File: src/rtl/pwm_slew_sched.sv
// Purpose : round-robin slew scheduler for the three PWM duty inputs; services one channel per tick,
//           halves a channel on current-limit and holds it off from rising, zeroes all when motor is off.
// Latency : a serviced channel's duty changes the clk after the tick; no backpressure (tick is a strobe).
// Ports   : clk, reset (async, active-high), tick, motorena, target0..2, currentlimit0..2 in;
//           duty0..2, slot (next channel to service), settled[2:0], limiting[2:0] out.
// Option  : define CURRENTLIMIT_SYNC_EN to pass each currentlimitk through a 2-flop synchronizer
//           (adds 2 clk of sampling latency); undefined means the limits are already synchronous.
module pwm_slew_sched #(
  parameter int unsigned STEP    = 1,
  parameter int unsigned HOLDOFF = 16
) (
  input  logic       clk,
  input  logic       reset,
  input  logic       tick,
  input  logic       motorena,
  input  logic [7:0] target0,
  input  logic [7:0] target1,
  input  logic [7:0] target2,
  input  logic       currentlimit0,
  input  logic       currentlimit1,
  input  logic       currentlimit2,
  output logic [7:0] duty0,
  output logic [7:0] duty1,
  output logic [7:0] duty2,
  output logic [1:0] slot,
  output logic [2:0] settled,
  output logic [2:0] limiting
);

  typedef enum logic [1:0] {
    S0 = 2'd0,
    S1 = 2'd1,
    S2 = 2'd2
  } slot_e;

  localparam logic [8:0] STEP9 = 9'(STEP);
  localparam logic [7:0] HOLD8 = 8'(HOLDOFF);

  slot_e           slot_q, slot_d;
  logic [2:0][7:0] duty_q, duty_d;
  logic [2:0][7:0] holdoff_q, holdoff_d;
  logic [2:0][7:0] tgt;
  logic [2:0]      cl;
  logic [1:0]      slot_sel;

  assign tgt      = {target2, target1, target0};
  assign slot_sel = slot_q;

`ifdef CURRENTLIMIT_SYNC_EN
  logic [2:0] cl_meta_q, cl_sync_q;

  always_ff @(posedge clk or posedge reset) begin
    if (reset) begin
      cl_meta_q <= '0;
      cl_sync_q <= '0;
    end else begin
      cl_meta_q <= {currentlimit2, currentlimit1, currentlimit0};
      cl_sync_q <= cl_meta_q;
    end
  end

  assign cl = cl_sync_q;
`else
  assign cl = {currentlimit2, currentlimit1, currentlimit0};
`endif

  // Move cur toward tg by at most STEP, landing exactly on tg when within STEP.
  // The 9-bit compare keeps the move from wrapping: an overshoot is always caught
  // by the "within STEP" branch, so cur+STEP / cur-STEP only occur strictly inside 0..255.
  // allow_up=0 freezes upward moves while a channel is in holdoff.
  function automatic logic [7:0] slew_to(input logic [7:0] cur, input logic [7:0] tg,
                                         input logic allow_up);
    logic [8:0] c9, t9;
    logic [7:0] r;
    c9 = {1'b0, cur};
    t9 = {1'b0, tg};
    r  = cur;
    if (t9 > c9) begin
      if (allow_up) r = ((t9 - c9) <= STEP9) ? tg : 8'(c9 + STEP9);
    end else begin
      r = ((c9 - t9) <= STEP9) ? tg : 8'(c9 - STEP9);
    end
    return r;
  endfunction

  always_comb begin
    duty_d    = duty_q;
    holdoff_d = holdoff_q;
    slot_d    = slot_q;
    if (!motorena) begin
      // Motor off wins over tick; holdoff counters keep their value so a
      // channel that just tripped does not come back at full rate.
      duty_d = '0;
      slot_d = S0;
    end else if (tick) begin
      for (int k = 0; k < 3; k++) begin
        if (slot_sel == 2'(k)) begin
          if (cl[k]) begin
            duty_d[k]    = {1'b0, duty_q[k][7:1]};
            holdoff_d[k] = HOLD8;
          end else if (holdoff_q[k] != 8'd0) begin
            holdoff_d[k] = holdoff_q[k] - 8'd1;
            duty_d[k]    = slew_to(duty_q[k], tgt[k], 1'b0);
          end else begin
            duty_d[k]    = slew_to(duty_q[k], tgt[k], 1'b1);
          end
        end
      end
      case (slot_q)
        S0:      slot_d = S1;
        S1:      slot_d = S2;
        default: slot_d = S0;
      endcase
    end
  end

  always_ff @(posedge clk or posedge reset) begin
    if (reset) begin
      slot_q    <= S0;
      duty_q    <= '0;
      holdoff_q <= '0;
    end else begin
      slot_q    <= slot_d;
      duty_q    <= duty_d;
      holdoff_q <= holdoff_d;
    end
  end

  assign duty0 = duty_q[0];
  assign duty1 = duty_q[1];
  assign duty2 = duty_q[2];
  assign slot  = slot_q;

  always_comb begin
    settled  = '0;
    limiting = '0;
    for (int k = 0; k < 3; k++) begin
      limiting[k] = (holdoff_q[k] != 8'd0);
      settled[k]  = (duty_q[k] == tgt[k]) && (holdoff_q[k] == 8'd0);
    end
  end

endmodule

File: config.mk
export PLATFORM = sky130hd
export DESIGN_NAME = pwm_slew_sched
export DESIGN_NICKNAME = d
export VERILOG_FILES = /design/src/rtl/pwm_slew_sched.sv
export SDC_FILE = /design/constraint.sdc
export NUM_CORES = 1
export LEC_CHECK = 0
export CORE_UTILIZATION = 50
export DETAILED_ROUTE_END_ITERATION = 10
export PLACE_DENSITY = 0.71
export SYNTH_ARGS = -nofsm -noshare
export SYNTH_HDL_FRONTEND = slang
export SYNTH_SLANG_ARGS = --single-unit
File: constraint.sdc
create_clock -name clk -period 3.95 [get_ports clk]
set_clock_uncertainty 0.15 [all_clocks]
set_input_delay 0.79 -clock clk [delete_from_list [all_inputs] [get_ports clk]]
set_output_delay 0.79 -clock clk [all_outputs]
set_load 0.05 [all_outputs]
==> flow_metrics.py, run 1 <==
metrics = {
    "cells_and_area": {
        "final_layout_size_suffix_gt1_share_pct": 15.9,
        "final_common_cell": "buf_4",
        "final_util_pct": 65.8,
        "finalNetCount": 1054,
        "num_antenna_cells": 0,
        "final_cell_mix": "108 x buf_4, 80 x inv_1, 60 x nor2_1",
        "area_growth_pct": 27.4,
        "fill_cells": 1035,
        "stdcell_count": 1126,
        "design_area_um2": 7970,
    },
    "synthesis": {
        "syn_nets": 916,
        "synthSimpleGateAreaFrac_pct": 21.9,
        "synth_area_per_cell_um2": 7.64,
        "netlist_top_cells_area": "dfrtp_1 20%, ha_1 12%, inv_1 4.9%, xnor2_1 4.5%, o21ai_0 4.1%",
        "syn_inst": 819,
        "synth-edff-count": 0,
        "ys_ff_latch": 50,
        "synthArstFlopShare_pct": 100,
        "synth_adder_area_share_pct": 13.9,
        "synthMuxAreaShare_pct": 1.68,
        "syn_area_um2": 6250,
        "synth_compound_area_share_pct": 29.1,
        "yosysWarnings": 0,
        "synth_top_cell_by_area": "dfrtp_1",
        "synth_xor_xnor_area_share_pct": 5.74,
        "ys_seq_area_share_pct": 20.0,
        "yosysUniqueCellTypes": 80,
        "synth_top_family_by_area": "compound AO/OA/AOI/OAI gates",
        "yosys.area.top_type_share_pct": 20.0,
        "ys.flop_type": "dfrtp_1",
    },
    "clocking": {
        "clk_pin_slew_ns": 0.08,
        "clk_latency_ns": 0.30,
        "clock-sinks": 50,
        "clockBufferDepth": 2,
        "cts-root-buf": "clkbuf_16",
        "h-tree-depth": 2,
        "numCtsBuffers": 5,
        "cts_tree": "done",
    },
    "sta": {
        "tns_ns": 0,
        "worstMarginPinSlew_ns": 0.690,
        "worst_slack_ns": 0.130,
        "setup_viol": 0,
        "worst_hold_slack_ns": 0.346,
        "slew_violations": 0,
        "fin_crit_ns": 3.82,
        "min_period_over_period_pct": 96.7,
        "slew_headroom_pct": 53.7,
        "max_freq_mhz": 262,
        "rsz0062_at_grt": "no",
        "finalHoldViolations": 0,
    },
    "min_path": {
        "hp-class": "reg2reg",
    },
    "critical_path": {
        "cp_slowest_stage_delay_ns": 0.48,
        "crit_path_end_kind": "output port",
        "criticalPathCategory": "in2out",
        "cp_max_fo": 8,
        "start_kind": "input port",
        "required_ns": 3.01,
        "critPathSlowestCell": "clkdlybuf4s50_1",
        "cp_top_family": "buffers and inverters",
        "crit_chain": "clkdlybuf4s50_1 -> inv_1 -> ha_2 -> buf_4 -> and3_1 -> nand4_1 -> buf_4 -> nor2_1 -> buf_12",
        "cpMostUsedCell": "buf_4",
        "cp_num_buf_inv": 5,
        "cp.arrival_ns": 2.88,
    },
    "power_and_ir_drop": {
        "total_power_mw": 2.59,
        "irDropWorstVdd_mv": 0.260,
        "p_leak_nw": 3.52,
        "internal_power_mw": 1.46,
        "p_sw_share_pct": 43.6,
        "seqPwrFrac_pct": 28.9,
        "p_sw_mw": 1.13,
        "pwr-share-comb_pct": 53.3,
        "power_density_nw_per_um2": 325,
        "p_clk_share_pct": 17.8,
    },
    "global_route": {
        "grt_usage_pct": 30.4,
        "overflow": 0,
        "antenna_found_initial": 0,
        "first_global_vias": 6467,
        "grt_first_pass_wirelength_mm": 31.8,
        "grt_max_degree": 27,
    },
    "route": {
        "via_count": 6770,
        "first_iter_violations": 594,
        "wl_per_cell_um": 17.1,
        "firstDrtPassIters": 7,
        "totalWireLength_mm": 19.3,
        "postRouteAntennaNets": 0,
        "drc": 0,
        "viasPerCell": 6.01,
    },
    "placement": {
        "dp_hpwl_mm": 15.2,
        "place_congestion": 0.943,
        "dpl_worst_slack_ns": -0.327,
        "dp.cells": 1118,
        "port_buffers": 62,
        "place_area_um2": 7770,
    },
    "floorplanning": {
        "dieArea_um2": 13000,
        "rows": 40,
        "die-width_um": 114,
        "die_h_um": 114,
        "ioPinCount": 63,
        "core_area_um2": 12100,
        "start_util_pct": 51.6,
    },
    "job": {
        "cap_viol_max_count": 0,
    },
    "status": {
        "status": "completed",
    },
}
==> final cells by class <==
cell class | count | area (um2) | area share [%]
Tap cell | 168 | 210 | 2.64
Multi-Input combinational cell | 647 | 4570 | 57.4
Timing Repair Buffer | 171 | 1470 | 18.5
Clock buffer | 5 | 125 | 1.57
Sequential cell | 50 | 1250 | 15.7
Inverter | 82 | 308 | 3.86
Clock inverter | 3 | 28.8 | 0.361
==> kinds of logic after synthesis <==
logic type | count (synthesis)
mux | 10
buf+inv | 122
simple gates | 272
compound gates | 258
xor+xnor | 41
fa+ha+maj | 66
flops | 50
==> power by group through the flow <==
stage | Combinational [mW] | Sequential, mW | Clock [mW]
2_1_floorplan | 0.857 | 0.773 | 0
3_3_place_gp | 1.32 | 0.744 | 0
3_5_place_dp | 1.35 | 0.753 | 0
4_1_cts | 1.36 | 0.746 | 0.468
5_1_grt | 1.51 | 0.764 | 0.491
6_report | 1.38 | 0.750 | 0.461
==> worst paths after layout <==
kind	start	end	slack (ns)	cells past startpoint
min in group asynchronous	reset	duty2[1]	0.73	2
max	target2[5]	settled[2]	0.13	9
min reg2reg	holdoff_q[8]	holdoff_q[8]	0.35	1
max reg2reg	duty2[0]	duty2[3]	0.46	13
max in group asynchronous	reset	duty2[4]	2.13	3
min	holdoff_q[8]	holdoff_q[8]	0.35	1
==> cells in the mapped netlist (8+ instances only) <==
cell type and number:
o21ai_0 51, a211oi_1 13, nand4_1 14, a21oi_1 45
nand3_1 31, nor2b_1 11, and3_1 12, a21o_1 10
o211ai_1 16, nand2b_1 9, dfrtp_1 50, xor2_1 9
nor4_1 10, clkbuf_1 28, a31oi_1 17, nor3_1 32
o21a_1 11, buf_2 8, nor2_1 60, xnor2_1 32
ha_1 60, nand2_1 57, inv_1 81
==> worst reg2reg max path, cell delays in order (launching register included) <==
cell      delay, ns
dfrtp_1        0.49
inv_1          0.19
ha_1           0.22
inv_1          0.06
fa_1           0.37
a21o_1         0.19
a21oi_2        0.19
nand3_1        0.11
a222oi_1       0.47
buf_4          0.20
a31o_2         0.16
o22ai_1        0.08
a311o_1        0.39
a21oi_2        0.15
==> timing repair <==
| item | 4_1_cts | 5_1_grt |
|---|---|---|
| gates resized for setup | 1 | 13 |
| setup buffers | 0 | 0 |
| hold buffers | 0 | 0 |
| pin swaps | 0 | 2 |
| setup endpoints to repair | 3 | 9 |
==> routing by layer <==
metal | GRT usage (%) | share of wire, %
met1 | 42.1 | 46
met2 | 50.4 | 46
met3 | 3.83 | 6.1
met4 | 7.27 | 1.4
met5 | 0 | 0
==> state kept, by name, summed over array words and instances (netlist names) <==
signal	cells
duty0	8
duty1	8
duty2	8
holdoff_q	24
slot	2
Note: power is estimated with default switching activity, not from simulation.
==> run 2, diff against run 1 <==
Settings changed: CAP_MARGIN set to 40, CORE_MARGIN set to 1, SKIP_CTS_REPAIR_TIMING set to 1.
==> results of run 2 <==
Same layout as run 1: the final DEF is identical, and so are final timing and power.
Main changes from that run: via count of the first global-routing pass 6467 -> 6464
